--- src/rtl/wc_z_serializer_pkg.sv ---
// Shared constants and types for the Winograd Z-tile serializer.
// The W/N/TID_W defaults are also used by the WC core and pad wrapper.
package wc_z_serializer_pkg;

  localparam int W_DEF     = 10;
  localparam int N_DEF     = 4;
  localparam int TID_W_DEF = 8;

  typedef enum logic {
    S_IDLE,
    S_SEND
  } ser_state_e;

  // Word k of a tile sits at bits [k*W +: W], word 0 in the LSBs.
  function automatic logic [W_DEF-1:0] word_sel(
    input logic [N_DEF*W_DEF-1:0] tile,
    input int unsigned            k
  );
    return tile[k*W_DEF +: W_DEF];
  endfunction

endpackage

--- src/rtl/wc_z_serializer_if.sv ---
// Tile-in / word-out stream bundle of the Z serializer.
// slave is the serializer side, master the core/pad side.
interface wc_z_serializer_if
  import wc_z_serializer_pkg::*;
#(
  parameter int W     = W_DEF,
  parameter int N     = N_DEF,
  parameter int TID_W = TID_W_DEF
);

  logic             z_valid;
  logic             z_ready;
  logic [N*W-1:0]   z_data;
  logic             out_valid;
  logic             out_ready;
  logic [W-1:0]     out_data;
  logic             out_last;
  logic [TID_W-1:0] out_tid;

  modport master (
    output z_valid, z_data, out_ready,
    input  z_ready, out_valid, out_data,
    input  out_last, out_tid
  );

  modport slave (
    input  z_valid, z_data, out_ready,
    output z_ready, out_valid, out_data,
    output out_last, out_tid
  );

endinterface

--- src/rtl/wc_z_serializer_fifo.sv ---
// DEPTH-entry tile buffer with occupancy count.
// Caller guarantees no push when full and no pop when empty.
module wc_tile_fifo
  import wc_z_serializer_pkg::*;
#(
  parameter  int DW    = N_DEF * W_DEF,
  parameter  int DEPTH = 2,
  localparam int AW    = $clog2(DEPTH),
  localparam int CW    = AW + 1
) (
  input  logic          clk,
  input  logic          rst,
  input  logic          push_i,
  input  logic [DW-1:0] wdata_i,
  input  logic          pop_i,
  output logic [DW-1:0] rdata_o,
  output logic [CW-1:0] count_o,
  output logic          full_o,
  output logic          empty_o
);

  logic [DW-1:0] mem_q [DEPTH];
  logic [AW-1:0] wr_ptr_q, wr_ptr_d;
  logic [AW-1:0] rd_ptr_q, rd_ptr_d;
  logic [CW-1:0] count_q, count_d;

  always_comb begin
    wr_ptr_d = wr_ptr_q;
    rd_ptr_d = rd_ptr_q;
    count_d  = count_q;
    if (push_i) wr_ptr_d = wr_ptr_q + 1'b1;
    if (pop_i)  rd_ptr_d = rd_ptr_q + 1'b1;
    case ({push_i, pop_i})
      2'b10:   count_d = count_q + 1'b1;
      2'b01:   count_d = count_q - 1'b1;
      default: count_d = count_q;
    endcase
  end

  always_ff @(posedge clk or negedge rst) begin
    if (!rst) begin
      wr_ptr_q <= '0;
      rd_ptr_q <= '0;
      count_q  <= '0;
    end else begin
      wr_ptr_q <= wr_ptr_d;
      rd_ptr_q <= rd_ptr_d;
      count_q  <= count_d;
    end
  end

  always_ff @(posedge clk or negedge rst) begin
    if (!rst) begin
      for (int i = 0; i < DEPTH; i++) mem_q[i] <= '0;
    end else if (push_i) begin
      mem_q[wr_ptr_q] <= wdata_i;
    end
  end

  assign rdata_o = mem_q[rd_ptr_q];
  assign count_o = count_q;
  assign full_o  = (count_q == CW'(DEPTH));
  assign empty_o = (count_q == '0);

endmodule

--- src/rtl/wc_z_serializer.sv ---
// Buffers parallel Z tiles and streams them out one word per beat,
// word 0 first, with a per-tile sequence number.
module wc_z_serializer
  import wc_z_serializer_pkg::*;
#(
  parameter int W     = W_DEF,
  parameter int N     = N_DEF,
  parameter int DEPTH = 2,
  parameter int TID_W = TID_W_DEF
) (
  input  logic             clk,
  input  logic             rst,
  wc_z_serializer_if.slave zif,
  output logic             busy
);

  localparam int CW = $clog2(DEPTH) + 1;
  localparam int XW = (N > 1) ? $clog2(N) : 1;
  localparam logic [XW-1:0] LAST_IDX = XW'(N - 1);

  ser_state_e       state_q, state_d;
  logic [XW-1:0]    widx_q, widx_d;
  logic [TID_W-1:0] tid_q, tid_d;

  logic           push, pop, beat, at_last;
  logic [N*W-1:0] tile;
  logic [CW-1:0]  count;
  logic           full, empty;

  wc_tile_fifo #(
    .DW    (N * W),
    .DEPTH (DEPTH)
  ) u_fifo (
    .clk     (clk),
    .rst     (rst),
    .push_i  (push),
    .wdata_i (zif.z_data),
    .pop_i   (pop),
    .rdata_o (tile),
    .count_o (count),
    .full_o  (full),
    .empty_o (empty)
  );

  // Registered occupancy only; a same-cycle pop never frees the slot.
  assign zif.z_ready = rst & ~full;
  assign push        = zif.z_valid & zif.z_ready;

  assign zif.out_valid = (state_q == S_SEND);
  assign beat          = zif.out_valid & zif.out_ready;
  assign at_last       = (widx_q == LAST_IDX);
  assign pop           = beat & at_last;

  always_comb begin
    state_d = state_q;
    widx_d  = widx_q;
    tid_d   = tid_q;
    unique case (state_q)
      S_IDLE: begin
        if (push) state_d = S_SEND;
      end
      S_SEND: begin
        if (pop) begin
          widx_d = '0;
          tid_d  = tid_q + 1'b1;
          if (count == CW'(1) && !push) state_d = S_IDLE;
        end else if (beat) begin
          widx_d = widx_q + 1'b1;
        end
      end
    endcase
  end

  always_ff @(posedge clk or negedge rst) begin
    if (!rst) begin
      state_q <= S_IDLE;
      widx_q  <= '0;
      tid_q   <= '0;
    end else begin
      state_q <= state_d;
      widx_q  <= widx_d;
      tid_q   <= tid_d;
    end
  end

  assign zif.out_data = zif.out_valid ? tile[int'(widx_q) * W +: W] : '0;
  assign zif.out_last = zif.out_valid & at_last;
  assign zif.out_tid  = tid_q;
  assign busy         = ~empty;

endmodule

--- src/flat_wrapper.sv ---
// flat-port wrapper written by rule: the top's interface ports become plain ports
module wc_z_serializer_flat import wc_z_serializer_pkg::*;
#(
  parameter int W     = W_DEF,
  parameter int N     = N_DEF,
  parameter int DEPTH = 2,
  parameter int TID_W = TID_W_DEF
)
  (clk, rst, busy, zif_z_valid, zif_z_data, zif_out_ready, zif_z_ready, zif_out_valid, zif_out_data, zif_out_last, zif_out_tid);
  wc_z_serializer_if #(.W(W), .N(N), .TID_W(TID_W)) zif_i ();
  input  logic clk;
  input  logic rst;
  output logic busy;
  input wire logic [$bits(zif_i.z_valid)-1:0] zif_z_valid;
  input wire logic [$bits(zif_i.z_data)-1:0] zif_z_data;
  input wire logic [$bits(zif_i.out_ready)-1:0] zif_out_ready;
  output wire logic [$bits(zif_i.z_ready)-1:0] zif_z_ready;
  output wire logic [$bits(zif_i.out_valid)-1:0] zif_out_valid;
  output wire logic [$bits(zif_i.out_data)-1:0] zif_out_data;
  output wire logic [$bits(zif_i.out_last)-1:0] zif_out_last;
  output wire logic [$bits(zif_i.out_tid)-1:0] zif_out_tid;
  assign zif_i.z_valid = zif_z_valid;
  assign zif_i.z_data = zif_z_data;
  assign zif_i.out_ready = zif_out_ready;
  assign zif_z_ready = zif_i.z_ready;
  assign zif_out_valid = zif_i.out_valid;
  assign zif_out_data = zif_i.out_data;
  assign zif_out_last = zif_i.out_last;
  assign zif_out_tid = zif_i.out_tid;
  wc_z_serializer #(.W(W), .N(N), .DEPTH(DEPTH), .TID_W(TID_W)) u_core (.clk(clk), .rst(rst), .zif(zif_i), .busy(busy));
endmodule
--- config.mk ---
export PLATFORM = sky130hd
export DESIGN_NAME = wc_z_serializer_flat
export DESIGN_NICKNAME = d
export VERILOG_FILES = /design/src/rtl/wc_z_serializer_pkg.sv /design/src/rtl/wc_z_serializer_if.sv /design/src/rtl/wc_z_serializer_fifo.sv /design/src/rtl/wc_z_serializer.sv /design/src/flat_wrapper.sv
export SDC_FILE = /design/constraint.sdc
export NUM_CORES = 1
export LEC_CHECK = 0
export CAP_MARGIN = 20
export CORE_ASPECT_RATIO = 0.5
export CORE_MARGIN = 3
export CORE_UTILIZATION = 35
export DETAILED_ROUTE_END_ITERATION = 8
export PLACE_DENSITY = 0.61
export SLEW_MARGIN = 20
export SYNTH_ARGS = -nofsm -noshare
export SYNTH_HDL_FRONTEND = slang
export SYNTH_SLANG_ARGS = --single-unit
--- constraint.sdc ---
create_clock -name clk -period 5.05 [get_ports clk]
set_clock_uncertainty 0.2 [all_clocks]
set_input_delay 1.01 -clock clk [delete_from_list [all_inputs] [get_ports clk]]
set_output_delay 1.01 -clock clk [all_outputs]
set_load 0.02 [all_outputs]
==> results of run 1 <==
==> routing by layer <==
metal  global-route usage (%)  part of all wire [%]  vias up
met4                    3.377                  0.87        0
li1                         -                     -     1207
met3                    3.754                   2.7        9
met1                    19.95                    49     1339
met5                        0                     0        -
met2                    22.91                    48       31
==> final timing paths <==
kind,start,to,cells after the start
worst max-delay path,u_core.widx_q[1]$_DFFE_PN0P_,zif_out_data[9],5
worst min-delay path,u_core.zif.out_tid[7]$_DFFE_PN0P_,u_core.zif.out_tid[7]$_DFFE_PN0P_,1
worst max register to register,u_core.widx_q[1]$_DFFE_PN0P_,u_core.u_fifo.count_o[1]$_DFFE_PN0P_,7
worst min register to register,u_core.zif.out_tid[7]$_DFFE_PN0P_,u_core.zif.out_tid[7]$_DFFE_PN0P_,1
max in group asynchronous,rst,u_core.u_fifo.mem_q[52]$_DFFE_PN0P_,2
min in group asynchronous,rst,u_core.u_fifo.mem_q[55]$_DFFE_PN0P_,1
==> where the power goes <==
group,internal [mW],switching [mW]
Sequential,1.13,0.313
Clock,0.395,0.266
Combinational,0.907,0.648
Total,2.43,1.23
==> through the flow <==
| step | worst slack, ps | instance area, µm² | total power [mW] |
|---|---|---|---|
| after floorplan | 2471 | 4379 | 2.463 |
| after global placement | 1505 | 5150 | 2.965 |
| after detailed placement | 1416 | 5150 | 3.037 |
| after CTS | 1038 | 5441 | 3.709 |
| after global routing | 942.2 | 5441 | 3.892 |
| final | 1068 | 5441 | 3.662 |
==> cells by family (layout without fill, tap and decap cells) <==
logic type / count (synthesis) / in the layout
muxes: 113 / 113
DFF: 95 / 95
and+or+nand+nor: 24 / 24
AOI/OAI and AO/OA: 22 / 22
buffers and inverters: 22 / 90
xor gates and xnor gates: 11 / 11
adders and majority gates: 6 / 6
==> state kept, by name, summed over array words and instances, names as in the netlist <==
| register | flops |
|---|---|
| u_core.u_fifo.mem_q | 80 |
| u_core.u_fifo.rd_ptr_q | 1 |
| u_core.u_fifo.count_o | 2 |
| u_core.zif.out_tid | 8 |
| u_core.widx_q | 2 |
| u_core.zif.out_valid | 1 |
| u_core.u_fifo.wr_ptr_q | 1 |
==> layout make-up <==
| cell class | instances | area (µm²) |
|---|---|---|
| Tap cell | 165 | 206.4 |
| Fill cell | 1060 | 6575 |
| Clock buffer | 12 | 246.5 |
| Timing Repair Buffer | 69 | 678.2 |
| Multi-Input combinational cell | 176 | 1869 |
| Inverter | 5 | 18.77 |
| Sequential cell | 95 | 2377 |
| Clock inverter | 4 | 45.04 |
==> cell usage in the layout (no fill, tap or decap), types with 2 or more instances in the layout <==
master and count:
nor2_1 3, o21ai_0 2, o211a_1 10, mux2i_1 20, xor2_1 5, mux2_2 78
clkinv_2 3, inv_1 5, clkdlybuf4s50_1 64, clkbuf_1 2, nand2_1 8, clkbuf_16 9
mux4_2 8, mux2_1 5, ha_1 6, nor3_1 2, mux4_1 2, dfrtp_1 95
buf_4 5, a22oi_1 10, xnor2_1 6
==> worst register-to-register path, cell delays in order (launching register included) <==
cell     delay [ps]
dfrtp_1         880
buf_4           420
ha_1            300
nand3_1         300
inv_1           160
ha_1            270
nand2_1          70
o21ai_0          70
==> reports/qor.csv, run 1 <==
stage,metric,value,unit
yosys,ys_warn_count,0,
yosys,synth_edf_count,0,
yosys,synth_simple_gate_area_share,3.200,%
yosys,synth_fa_ha_area_share,1.714,%
drt,routedWlPerCell,18.11,µm
sta,drv_slew,0,
setup_path,path_max_fanout,18,
job,max-cap-violations,0,
place,placed_cells,510,
yosys,post_synth_num_cell_types,29,
sta,tightest_slew,880.3,ps
place,gp_congestion,0.7830,
yosys,synthCells,293,
setup_path,path_cells,"buf_4, mux2i_1, a22oi_1, o211a_1, clkdlybuf4s50_1",
yosys,synth_top_area_share,54.29,%
yosys,ys_seq_area_share,54.29,%
setup_path,crit_buf_inv,2,
die,die-height,85.10,µm
worst_hold_path,hp-class,register to register,
die,die_w,164.2,µm
run_status,status,finished clean,
setup_path,cp_data_required_time,3840,ps
setup_path,critPathTopFamily,buffers and inverters,
sta,fin_crit,3982,ps
pwr,power_density,672.9,nW/µm²
drt,firstDrtPassIters,4,
yosys,ys_top_cells_by_count,"dfrtp_1 (95), mux2_2 (78), mux2i_1 (20)",
sta,hold_viol,0,
yosys,synth_seq_cells,95,
global_routing,antenna_found_initial,0,
setup_path,end_kind,primary output,
cts,cts_resized,0,
yosys,synthesis.area,4379,µm²
die,io_pins,66,
drt,drcViolationCount,0,
yosys,synth_top_family_by_area,multiplexers,
global_routing,grt_pass1_vias,2844,
yosys,synth_top_cell_by_area,dfrtp_1,
pwr,p_leak,2.353,nW
cts,cts_root_buf,clkbuf_16,
die,die_area,13970,µm²
yosys,synth_most_common_cell,dfrtp_1,
yosys,syn-num-nets,343,
die,core_area,12020,µm²
place,dp_hpwl,6922,µm
drt,viasPerCell,4.916,
layout,final_cells,526,
sta,period_share,78.85,%
place,portBuffers,65,
sta,relSlewSlack,41.32,%
cts,postCtsSetupRepairBufs,0,
cts,htreeDepth,3,
sta,grt_setup_unrepaired,false,
layout,finalNetCount,406,
yosys,synth_area_leaders,"dfrtp_1 (54%), mux2_2 (20%), mux2i_1 (4.6%), mux4_2 (4.1%), o211a_1 (2.3%)",
yosys,synth-xor-area-share,2.200,%
setup_path,cp-start-kind,register,
layout,antenna-diode-count,0,
drt,ant_nets,0,
sta,finalSetupViolCount,0,
setup_path,slowest_stage,dfrtp_1,
global_routing,grtUsageTotal,14.42,%
yosys,synth-compound-area-share,4.229,%
setup_path,path_class,register to primary output,
sta,max_freq,251.1,MHz
global_routing,grt_pass1_wl,15530,µm
setup_path,cp_slowest_stage_delay,880,ps
cts,clk_latency,340,ps
cts,tritoncts,done,
die,rows,28,
global_routing,grt_max_degree,72,
drt,wirelength,9528,µm
die,start_util,36.44,%
sta,timing.setup.tns,0,ps
cts,cts_sinks,95,
layout,area_growth,24.26,%
cts,cts_buffers,9,
yosys,muxShareOfSynthArea,31.23,%
drt,vias,2586,
global_routing,grt_overflow_total,0,
setup_path,rrSetupSlack,2270,ps
yosys,syn_area_per_cell,14.95,µm²
pwr,ir_drop,0.1946,mV
drt,first_iter_violations,101,
cts,cts_hold_buf,0,
sta,hold_slack,266.3,ps
setup_path,critical_path_arrival,2770,ps
yosys,synth_ff_type,dfrtp_1,
layout,drive_gt1_share,30.75,%
yosys,synth-async-reset-ratio,100.0,%
cts,cts.clk_slew.worst_paths,60,ps
layout,fin_util,45.28,%
cts,clockBufferDepth,2,
No activity file was read; power rests on OpenSTA's default activity.
==> inputs of run 2 (changes only) <==
- PLACE_DENSITY: 0.61 -> 0.63
- clock period: 5.05 -> 3.6 ns (I/O delays scaled with it)
==> reports/qor.csv, run 2 (synthesized netlist as in run 1, its figures left out) <==
stage,metric,value,unit,change
setup_path,critPathTopFamily,buffers and inverters,,
die,die_area,13970,µm²,unchanged
layout,regMostFlops,u_core.u_fifo.mem_q,,
drt,drcViolationCount,0,,unchanged
setup_path,slowest_stage,clkdlybuf4s50_1,,
sta,tightest_slew,729.8,ps,-150.5 ps
place,place_area,5177,µm²,+0.53%
sta,period_share,90.41,%,
layout,finalNetCount,408,,+0.49%
global_routing,grt_pass1_wl,16060,µm,+3.5%
place,placed_cells,512,,+0.39%
layout,final_cells,528,,+0.38%
sta,setup_ws,345.3,ps,-723.0 ps
drt,first_iter_violations,152,,+50%
die,die_w,164.2,µm,unchanged
drt,viasPerCell,4.909,,-0.15%
setup_path,cp_data_required_time,2680,ps,-1160 ps
setup_path,cp-start-kind,register,,
layout,nFillCells,1055,,-0.47%
setup_path,ff2ff_path_depth,6,,-1
setup_path,cp_slowest_stage_delay,620,ps,-260 ps
die,io_pins,66,,unchanged
setup_path,crit_buf_inv,1,,-1
layout,register_area,2379,µm²,about the same
setup_path,cp.depth,4,,-1
layout,layout_common_cells,"dfrtp_1 (94), mux2_2 (78), clkdlybuf4s50_1 (64), mux2i_1 (20)",,
die,die-height,85.10,µm,unchanged
cts,cts.clk_slew.worst_paths,60,ps,about the same
layout,drive_gt1_share,31.68,%,+0.93 points
cts,tritoncts,done,,
drt,ant_nets,0,,unchanged
layout,antenna-diode-count,0,,unchanged
worst_hold_path,hp-class,register to register,,
sta,finalSetupViolCount,0,,unchanged
layout,area_growth,24.57,%,
drt,wirelength,9550,µm,+0.23%
sta,timing.setup.tns,0,ps,unchanged
sta,fin_crit,3255,ps,
pwr,p_leak,2.360,nW,+0.32%
place,portBuffers,65,,unchanged
cts,clk_latency,340,ps,about the same
die,start_util,36.44,%,unchanged
setup_path,path_max_fanout,13,,-5
die,core_area,12020,µm²,unchanged
setup_path,end_kind,primary output,,
place,dp_slack,431.1,ps,-985.1 ps
sta,drv_slew,0,,unchanged
drt,vias,2592,,+0.23%
layout,multi_input_area,1869,µm²,unchanged
layout,final_common_cell,dfrtp_1,,
setup_path,path_cells,"and2b_2, a22oi_1, o211a_1, clkdlybuf4s50_1",,
global_routing,grt_max_degree,60,,-17%
layout,design_area,5455,µm²,+0.25%
worst_hold_path,hold_path_depth,1,,unchanged
sta,hold_viol,0,,unchanged
setup_path,critical_path_arrival,2330,ps,-440 ps
drt,routedWlPerCell,18.09,µm,-0.15%
global_routing,grt_overflow_total,0,,unchanged
layout,fin_util,45.40,%,+0.11 points
sta,grt_setup_unrepaired,false,,
die,rows,28,,unchanged
run_status,status,finished clean,,
pwr,power_density,937.1,nW/µm²,+39%
global_routing,antenna_found_initial,0,,unchanged
sta,relSlewSlack,51.35,%,+10 points
cts,cts_buffers,9,,unchanged
global_routing,grtUsageTotal,14.95,%,+0.54 points
pwr,ir_drop,0.3090,mV,+59%
job,max-cap-violations,0,,unchanged
cts,cts_root_buf,clkbuf_16,,
cts,cts_sinks,95,,unchanged
drt,firstDrtPassIters,4,,unchanged
pwr,p_total,5.112,mW,+40%
global_routing,grt_pass1_vias,2926,,+2.9%
layout,largest_reg_flops,80,,unchanged
setup_path,path_class,register to primary output,,
cts,clockBufferDepth,2,,unchanged
sta,max_freq,307.3,MHz,
cts,postCtsSetupRepairBufs,0,,unchanged
place,gp_congestion,0.7405,,-5.4%
cts,htreeDepth,3,,unchanged
place,dp_hpwl,6807,µm,-1.7%
sta,hold_slack,268.2,ps,+1.926 ps
==> run 2: layer usage <==
layer | part of all wire (%) | wire [µm] | GRT usage [%]
met1 | 46 | 4434 | 20.22
met2 | 49 | 4682 | 24.00
met3 | 3.3 | 319 | 4.096
met4 | 1.2 | 114 | 3.837
met5 | 0 | 0 | 0
==> run 2: path summary, 6_finish.rpt <==
kind                                                        endpoint                          startpoint  slack [ps]
worst max register to register  u_core.u_fifo.count_o[1]$_DFFE_PN0P_        u_core.widx_q[0]$_DFFE_PN0P_        1450
max in group asynchronous         u_core.u_fifo.rd_ptr_q$_DFFE_PN0P_                                 rst        1760
min in group asynchronous          u_core.zif.out_tid[6]$_DFFE_PN0P_                                 rst         280
worst min register to register     u_core.zif.out_tid[7]$_DFFE_PN0P_   u_core.zif.out_tid[7]$_DFFE_PN0P_         270
worst max-delay path                                 zif_out_data[3]  u_core.u_fifo.rd_ptr_q$_DFFE_PN0P_         350
worst min-delay path               u_core.zif.out_tid[7]$_DFFE_PN0P_   u_core.zif.out_tid[7]$_DFFE_PN0P_         270
==> run 2: cell type report <==
cell class	count	area share (%)
Clock inverter	4	0.3670
Tap cell	165	3.784
Sequential cell	95	43.60
Timing Repair Buffer	71	12.94
Inverter	5	0.3440
Clock buffer	12	4.702
Multi-Input combinational cell	176	34.27
==> run 2: worst register-to-register path: stages, from the launching register on <==
cell and delay, ps:
dfrtp_1 620, ha_1 330, nand3_1 310, inv_1 160, ha_1 280, nand2_1 80
o21ai_0 70
==> run 2: timing repair <==
item                                    CTS  global route
resized for setup                         0             1
endpoints found under the setup margin    0             9
hold buffers                              0             0
==> run 2: power by group <==
group	internal, mW	switching (mW)	leakage (nW)
logic	1.29	0.986	1.08
clock network	0.501	0.378	0.142
registers	1.59	0.370	1.13
